[config.mk]
export PLATFORM = sky130hd
export DESIGN_NAME = param_updown_counter
export DESIGN_NICKNAME = d
export VERILOG_FILES = /design/src/rtl/param_updown_counter.sv
export SDC_FILE = /design/constraint.sdc
export NUM_CORES = 1
export LEC_CHECK = 0
export CORE_AREA = 4 4 41 43
export CTS_BUF_LIST = sky130_fd_sc_hd__clkbuf_16
export CTS_CLUSTER_SIZE = 10
export DETAILED_ROUTE_END_ITERATION = 16
export DIE_AREA = 0 0 45 47
export GPL_TIMING_DRIVEN = 1
export SYNTH_ARGS = -nofsm -noshare
export SYNTH_HDL_FRONTEND = slang
export SYNTH_SLANG_ARGS = --single-unit
[constraint.sdc]
create_clock -name clk -period 2.3 [get_ports clk]
set_input_delay 0.46 -clock clk [delete_from_list [all_inputs] [get_ports clk]]
set_output_delay 0.46 -clock clk [all_outputs]
set_load 0.05 [all_outputs]
[src/rtl/param_updown_counter.sv]
`default_nettype none
// ============================================================================
// Module   : param_updown_counter
// Purpose  : Synchronous modulo-MODULUS up/down counter with enable, parallel
//            load (clamped to MODULUS-1), terminal count, wrap pulse and a
//            one-shot mode that halts at terminal count.
// Ports    : clk, rst      - clock, synchronous active-high reset
//            en, up        - count enable, direction (1 = up)
//            load,load_val - parallel load strobe and value
//            oneshot       - 1 = stop at terminal count, 0 = wrap
//            Q, Qbar       - registered count and its complement
//            tc            - combinational terminal count
//            wrap          - one-cycle pulse on wrap or one-shot completion
//            halted        - one-shot has completed
//            gray          - Gray-coded Q (only when GRAY_OUT_EN is defined)
// Options  : GRAY_OUT_EN   - adds the gray output port
// Revision : 1.0 - initial synchronous parametrised release
// ============================================================================
module param_updown_counter #(
    parameter int WIDTH   = 3,
    parameter int MODULUS = 8
) (
    input  logic             clk,
    input  logic             rst,
    input  logic             en,
    input  logic             up,
    input  logic             load,
    input  logic [WIDTH-1:0] load_val,
    input  logic             oneshot,
    output logic [WIDTH-1:0] Q,
    output logic [WIDTH-1:0] Qbar,
    output logic             tc,
    output logic             wrap,
    output logic             halted
`ifdef GRAY_OUT_EN
    ,
    output logic [WIDTH-1:0] gray
`endif
);

    generate
        if ((MODULUS < 2) || (MODULUS > (1 << WIDTH))) begin : g_bad_modulus
            $error("param_updown_counter: MODULUS must satisfy 2 <= MODULUS <= 2**WIDTH");
        end
    endgenerate

    typedef enum logic [0:0] {
        ST_RUN  = 1'b0,
        ST_HALT = 1'b1
    } state_t;

    localparam logic [WIDTH-1:0] c_MAX     = WIDTH'(MODULUS - 1);
    // One extra bit so MODULUS == 2**WIDTH is representable in the compare.
    localparam logic [WIDTH:0]   c_MOD_EXT = (WIDTH + 1)'(MODULUS);

    state_t           r_state_q;
    state_t           w_state_d;
    logic [WIDTH-1:0] r_count_q;
    logic [WIDTH-1:0] w_count_d;
    logic             r_wrap_q;
    logic             w_wrap_d;
    logic [WIDTH-1:0] w_term;
    logic [WIDTH-1:0] w_load_clamped;
    logic             w_tc;

    assign w_term         = up ? c_MAX : '0;
    assign w_tc           = (r_state_q == ST_RUN) && en && (r_count_q == w_term);
    assign w_load_clamped = ({1'b0, load_val} < c_MOD_EXT) ? load_val : c_MAX;

    always_comb begin
        w_count_d = r_count_q;
        w_state_d = r_state_q;
        w_wrap_d  = 1'b0;
        if (load) begin
            w_count_d = w_load_clamped;
            w_state_d = ST_RUN;
        end else if ((r_state_q == ST_RUN) && en) begin
            if (w_tc) begin
                w_wrap_d = 1'b1;
                if (oneshot) begin
                    // Completion: hold the terminal value and park in HALT.
                    w_state_d = ST_HALT;
                end else begin
                    w_count_d = up ? '0 : c_MAX;
                end
            end else begin
                // Terminal value is excluded above, so no binary overflow here.
                w_count_d = up ? (r_count_q + WIDTH'(1)) : (r_count_q - WIDTH'(1));
            end
        end
    end

    always_ff @(posedge clk) begin
        if (rst) begin
            r_count_q <= '0;
            r_state_q <= ST_RUN;
            r_wrap_q  <= 1'b0;
        end else begin
            r_count_q <= w_count_d;
            r_state_q <= w_state_d;
            r_wrap_q  <= w_wrap_d;
        end
    end

    assign Q      = r_count_q;
    assign Qbar   = ~r_count_q;
    assign tc     = w_tc;
    assign wrap   = r_wrap_q;
    assign halted = (r_state_q == ST_HALT);

`ifdef GRAY_OUT_EN
    // Single-bit change at wrap holds only when MODULUS is a power of two.
    assign gray = r_count_q ^ (r_count_q >> 1);
`endif

endmodule
`default_nettype wire

==> impl_metrics.csv, run 1 <==
group,metric,value,unit
grt,first_global_vias,424,
yosys,synthesis.nets,61,
die,die_w,45,um
power_and_ir_drop,power,0.000553,W
yosys,synth_xor_area_share,4.24,%
yosys,ys_top_cells_by_area,"dfxtp_1, a21oi_1, fa_1",
die,die_area,0.00212,sq mm
worst_hold_path,min_from,"halted",
yosys,ys_seq_area_share,24.2,%
route,drc,0,
route,drtAntennaViolNets,0,
die,core,0.00130,sq mm
clock_tree,clk_path_buf_depth,2,
yosys,yosys.area_share.simple,28.2,%
placed_design,place_congestion,0.767,
sta,drv_slew,0,
setup_path,cp-end-kind,"output pin",
setup_path,reg2reg_setup_slack,480,ps
setup_path,critPathRequiredTime,1840,ps
yosys,synth_area_per_cell,8.26,sq um
clock_tree,path_clk_slew,30,ps
yosys,syn_inst,50,
sta,rsz0062_at_grt,"false",
sta,clock.fmax,478,MHz
setup_path,cp-start-kind,"register",
yosys,synth_area,413,sq um
sta,post-route-period-util,90.9,%
sta,setup_viol,0,
route,first_pass_iters,4,
setup_path,rr_worst_depth,5,
setup_path,crit_chain,"clkdlybuf4s50_1",
route,vias,482,
placed_design,port_buffers,17,
die,rows,13,
yosys,yosysTopAreaCell,"dfxtp_1",
cells_and_area,diodes,0,
clock_tree,numCtsBuffers,3,
clock_tree,cts.sinks,5,
clock_tree,h-tree-depth,1,
setup_path,crit_type,"register to output pin",
die,die_h,47,um
route,drt_iter0_markers,5,
route,routed_wl,1.19,mm
cells_and_area,num-nets-final,91,
sta,fin_setup_tns,0,ps
clock_tree,cts_tree,"built",
die,num_io_pins,18,
grt,grt_pass1_wl,1.83,mm
power_and_ir_drop,p_leak,0.321,nW
placed_design,hpwl,915,um
cells_and_area,n_fill_cell,132,
grt,grt_use_total,12.7,%
power_and_ir_drop,power_switching,0.000158,W
setup_path,timing.critical_path.buf_inv,1,
setup_path,cp.depth,1,
yosys,async_flop_share,0,%
setup_path,cp.arrival,1630,ps
yosys,synth_top_family_by_area,"simple AND/OR/NAND/NOR gates",
run,drv_cap,0,
yosys,synth.distinct_cells,30,
worst_hold_path,min_path_type,"register to register",
setup_path,critPathMaxStageDelay,870,ps
yosys,synth_compound_area_share,24.5,%
setup_path,regToRegEndpoint,"Q[2]",
power_and_ir_drop,p_int,0.000395,W
setup_path,r2r_start,"Q[1]",
sta,max_slew_margin,66.5,%
yosys,synth_top_flop_cell,"dfxtp_1",
yosys,yosysTopAreaCellShare,24.2,%
status,status,"finished, final reports clean",
clock_tree,clk_latency,230,ps
sta,post-route-min-period,2090,ps
worst_hold_path,hold-path-endpoint,"halted",
sta,hold_viol,0,
grt,antenna_found_initial,0,
sta,final.setup_skew,2.24,ps
setup_path,crit_family,"buffers and inverters",
power_and_ir_drop,p_comb_share,29.6,%
power_and_ir_drop,irDropWorstVdd,0.499,mV
cells_and_area,final_layout_size_suffix_gt1_share,24.1,%
yosys,synth_edf_count,0,
power_and_ir_drop,p_per_area,712,mW/mm^2
yosys,ys_ff_latch,5,
route,route.detailed.wl_per_inst,12.7,um
setup_path,worst-path-max-fanout,10,
power_and_ir_drop,p_seq_share,19.1,%
yosys,synth_fa_ha_area_share,7.88,%
cells_and_area,areaGrowthSynthToFinish,87.9,%
yosys,synth_mux_area_share,2.42,%
yosys,yosys_warnings,0,
grt,gr-total-overflow,0,
clock_tree,cts_hold_buf,0,
setup_path,crit_slowest_cell,"clkdlybuf4s50_1",
sta,worst_pin_slew,501,ps
die,initial_core_util,31.7,%
power_and_ir_drop,switching_share,28.6,%
clock_tree,cts_root_buffer,"clkbuf_16",
worst_hold_path,holdPathStages,2,
yosys,ys_top_cells_by_count,"a21oi_1, dfxtp_1, inv_1, nor3_1",
power_and_ir_drop,power_frac_clock,51.2,%
grt,grt_start_max_net_pins,11,
route,vias_per_cell,5.13,
metrics by stage:
stage | setup slack, ps | instances | util (%) | hold WS, ps | area (sq um)
final | 210 | 94 | 59.6 | 567 | 776
after global routing | 143 | 94 | 59.6 | 607 | 776
after CTS | 2.67 | 93 | 58.8 | 573 | 766
after detailed placement | -156 | 89 | 51.2 | 566 | 667
after global placement | -150 | 89 | 51.2 | 572 | 667
after floorplan | 125 | 50 | - | 529 | 417
power groups by stage:
stage	registers (W)	logic, W	clock network (W)
after floorplan	0.000119	0.0000782	0
after global placement	0.000107	0.000157	0
after detailed placement	0.000107	0.000158	0
after CTS	0.000106	0.000164	0.000291
after global routing	0.000108	0.000175	0.000299
final	0.000106	0.000164	0.000283
worst max path at each step:
stage	from	to	slack [ps]
after floorplan	Q[1]	Q[2]	120
after CTS	up	tc	3
after global placement	up	Q[2]	-150
final	Q[2]	Q[2]	210
after detailed placement	up	Q[2]	-160
after global routing	Q[2]	Q[2]	140
state kept, by name, indices dropped and copies added (netlist names):
signal and count:
wrap 1, Q 3, halted 1
metal layers:
layer  share of wire [%]  vias up  GRT usage [%]
met2                  47       16           20.6
met5                   0        -              0
met4                 1.4        0           5.26
li1                    -      246              -
met1                  44      218           14.6
met3                 7.2        2           5.75
placed cells by master, fill, tap and decap left out, types with 3 or more instances in the layout:
master / n
nor3_1: 4
a21oi_1: 4
clkbuf_16: 3
clkdlybuf4s50_1: 15
dfxtp_1: 5
buf_4: 10
inv_1: 5
cell type report:
| class | count | area, sq um | area share (%) |
|---|---|---|---|
| sequential | 5 | 100 | 12.9 |
| multi-input combinational | 38 | 302 | 38.9 |
| timing repair buffer | 27 | 258 | 33.2 |
| clock inverter | 1 | 3.75 | 0.484 |
| inverter | 5 | 18.8 | 2.42 |
| tap | 15 | 18.8 | 2.42 |
| clock buffer | 3 | 75.1 | 9.68 |
logic make-up (layout without fill, tap and decap cells):
| group | after synthesis | in the layout |
|---|---|---|
| simple gates | 18 | 18 |
| xor+xnor | 2 | 2 |
| mux | 1 | 1 |
| buf+inv | 7 | 36 |
| flops | 5 | 5 |
| compound gates | 15 | 15 |
| fa+ha+maj | 2 | 2 |
what timing repair did:
item / 4_1_cts / 5_1_grt
endpoints found under the setup margin: 1 / 1
hold endpoints to repair: 0 / 0
gates resized for setup: 2 / 1
setup buffers: 0 / 1
pin swaps: 0 / 0
No activity file was read; power rests on OpenSTA's default activity.
==> inputs of run 2 (changes only) <==
--- a/config.mk
+++ b/config.mk
@@ -5,12 +5,14 @@
 export SDC_FILE = /design/constraint.sdc
 export NUM_CORES = 1
 export LEC_CHECK = 0
-export CORE_AREA = 4 4 41 43
+export ABC_AREA = 1
+export CORE_AREA = 2 2 39 41
 export CTS_BUF_LIST = sky130_fd_sc_hd__clkbuf_16
 export CTS_CLUSTER_SIZE = 10
 export DETAILED_ROUTE_END_ITERATION = 16
-export DIE_AREA = 0 0 45 47
+export DIE_AREA = 0 0 41 43
 export GPL_TIMING_DRIVEN = 1
+export MAX_ROUTING_LAYER = met4
 export SYNTH_ARGS = -nofsm -noshare
 export SYNTH_HDL_FRONTEND = slang
 export SYNTH_SLANG_ARGS = --single-unit
==> impl_metrics.csv, run 2 <==
group,metric,value,unit
setup_path,cp.arrival,1530,ps
placed_design,place_congestion,0.740,
clock_tree,cts_setup_buffers,0,
route,dr.max_layer_used,"met4",
die,core,0.00138,sq mm
grt,first_global_vias,407,
setup_path,reg2reg_setup_slack,830,ps
sta,rsz0062_at_grt,"false",
yosys,synth_compound_area_share,8.75,%
sta,worst_pin_slew,496,ps
sta,clock.fmax,502,MHz
clock_tree,clk_latency,230,ps
yosys,yosysTopAreaCell,"dfxtp_1",
die,num_io_pins,18,
yosys,ys_top_cells_by_count,"nand2_1, inv_1, dfxtp_1, nor2_1, nand2_2",
route,vias_per_cell,4.50,
yosys,ys_seq_area_share,25.0,%
setup_path,rr_worst_depth,11,
worst_hold_path,min_from,"halted",
cells_and_area,final_cell_mix,"nand2_1, clkdlybuf4s50_1, inv_1, dfxtp_1, nor2_1",
die,die_w,41,um
sta,drv_slew,0,
yosys,synth_mux_area_share,0,%
setup_path,cp-start-kind,"register",
worst_hold_path,hold-path-endpoint,"halted",
setup_path,worst-path-max-fanout,6,
clock_tree,clk_path_buf_depth,2,
power_and_ir_drop,p_per_area,774,mW/mm^2
yosys,synth_top_flop_cell,"dfxtp_1",
cells_and_area,largest_register_ff_count,3,
worst_hold_path,holdPathStages,2,
grt,grt_start_max_net_pins,7,
setup_path,cp-end-kind,"output pin",
cells_and_area,areaGrowthSynthToFinish,75.9,%
setup_path,crit_chain,"clkdlybuf4s50_1",
power_and_ir_drop,p_leak,0.359,nW
setup_path,cp-startpoint,"Q[0]",
clock_tree,cts_hold_buf,0,
clock_tree,cts_tree,"built",
grt,gr-total-overflow,0,
clock_tree,cts_root_buffer,"clkbuf_16",
route,vias,468,
clock_tree,numCtsBuffers,3,
setup_path,crit_type,"register to output pin",
placed_design,hpwl,768,um
grt,antenna_found_initial,0,
die,initial_core_util,28.9,%
cells_and_area,num-nets-final,100,
cells_and_area,diodes,0,
run,drv_cap,0,
grt,grt_use_total,13.9,%
route,m1WireLength,417,um
yosys,synth.distinct_cells,19,
clock_tree,path_clk_slew,30,ps
status,status,"finished, final reports clean",
yosys,synth_area_per_cell,6.26,sq um
sta,post-route-min-period,1990,ps
route,route.met2.wl,461,um
cells_and_area,final_layout_size_suffix_gt1_share,21.6,%
cells_and_area,final_common_cell,"nand2_1",
route,routed_wl,939,um
die,die_area,0.00176,sq mm
yosys,synth_xor_area_share,0,%
setup_path,timing.critical_path.buf_inv,1,
setup_path,crit_family,"buffers and inverters",
yosys,ys_ff_latch,5,
route,drc,0,
setup_path,critPathMaxStageDelay,860,ps
power_and_ir_drop,power,0.000545,W
setup_path,regToRegEndpoint,"Q[2]",
setup_path,critPathRequiredTime,1840,ps
yosys,synthesis.nets,75,
route,route.detailed.wl_per_inst,9.03,um
yosys,yosys.area_share.simple,45.9,%
yosys,async_flop_share,0,%
route,first_pass_iters,4,
yosys,yosysTopAreaCellShare,25.0,%
sta,max_slew_margin,66.8,%
yosys,synth_area,400,sq um
die,rows,14,
sta,fin_setup_tns,0,ps
power_and_ir_drop,irDropWorstVdd,0.348,mV
sta,setup_viol,0,
sta,final.setup_skew,0.859,ps
sta,hold_viol,0,
sta,post-route-period-util,86.7,%
route,drt_iter0_markers,11,
yosys,ys_top_cells_by_area,"dfxtp_1, nand2_1, inv_1",
yosys,syn_inst,64,
route,route.met3.wl,41,um
yosys,synth_most_common_cell,"nand2_1",
worst_hold_path,min_path_type,"register to register",
yosys,synth_top_family_by_area,"simple AND/OR/NAND/NOR gates",
placed_design,port_buffers,17,
route,drtAntennaViolNets,0,
setup_path,crit_slowest_cell,"clkdlybuf4s50_1",
yosys,synth_edf_count,0,
grt,grt_pass1_wl,1.54,mm
yosys,yosys_warnings,0,
yosys,synth_fa_ha_area_share,8.13,%
die,die_h,43,um
clock_tree,cts.sinks,5,
setup_path,r2r_start,"Q[1]",
clock_tree,h-tree-depth,1,
==> run 2: cell count changes after synthesis, sizes merged, moves of 2 or more <==
cell,change
a21oi,-2
a31oi,-2
buf,-2
inv,+8
nand2,+23
nand3,+3
nor2,+6
nor2b,-2
nor3,-3
o211ai,-2
or4,-2
==> run 2: how the worst max path moves through the flow <==
stage | end | cells past startpoint | slack, ps
2_1_floorplan | tc | 4 | 150
3_3_place_gp | tc | 8 | 60
3_5_place_dp | tc | 8 | 30
4_1_cts | tc | 8 | 30
5_1_grt | Q[0] | 1 | 270
6_report | Q[0] | 1 | 310
==> run 2: area by class of cell <==
cell class	count	area (sq um)
clock buffer	3	75.1
fill	139	679
inverter	13	48.8
timing repair buffer	20	205
tap	16	20.0
sequential	5	100
clock inverter	1	3.75
multi-input combinational	46	251
==> run 2: repair_timing <==
item / CTS / global route
gates resized for setup: 0 / 1
hold endpoints to repair: 0 / 0
setup endpoints to repair: 0 / 1
==> run 2: through the flow <==
step	worst slack [ps]	instances	hold WS, ps	area [sq um]	utilization (%)
after global placement	57.8	100	472	623	45.0
after global routing	272	104	525	704	50.9
after CTS	28.3	104	493	702	50.7
after detailed placement	28.7	100	485	623	45.0
after floorplan	155	64	522	400	-
final	306	104	484	704	50.9
==> run 2: power breakdown <==
| part | switching, W | leakage [nW] | internal (W) |
|---|---|---|---|
| registers | 0.00000786 | 0.0412 | 0.0000936 |
| clock network | 0.0000568 | 0.0423 | 0.000225 |
| logic | 0.0000969 | 0.275 | 0.0000651 |
==> run 2: tightest hold or removal path, delay by kind of cell (launching register included) <==
family	cells	cell delay, ps
DFF	1	300
buffers and inverters	1	60
AOI/OAI and AO/OA	1	60
==> run 2: metal layers <==
metal	up-vias	GRT usage, %
li1	240	-
met1	215	15.4
met2	11	18.8
met3	2	6.28
met4	0	10.0
met5	-	-
==> run 2: cells by family after synthesis <==
group                    count (synthesis)
buffers and inverters                   13
AND/OR/NAND/NOR                         39
adder cells (fa/ha/maj)                  2
flip-flops                               5
AO/OA/AOI/OAI                            5
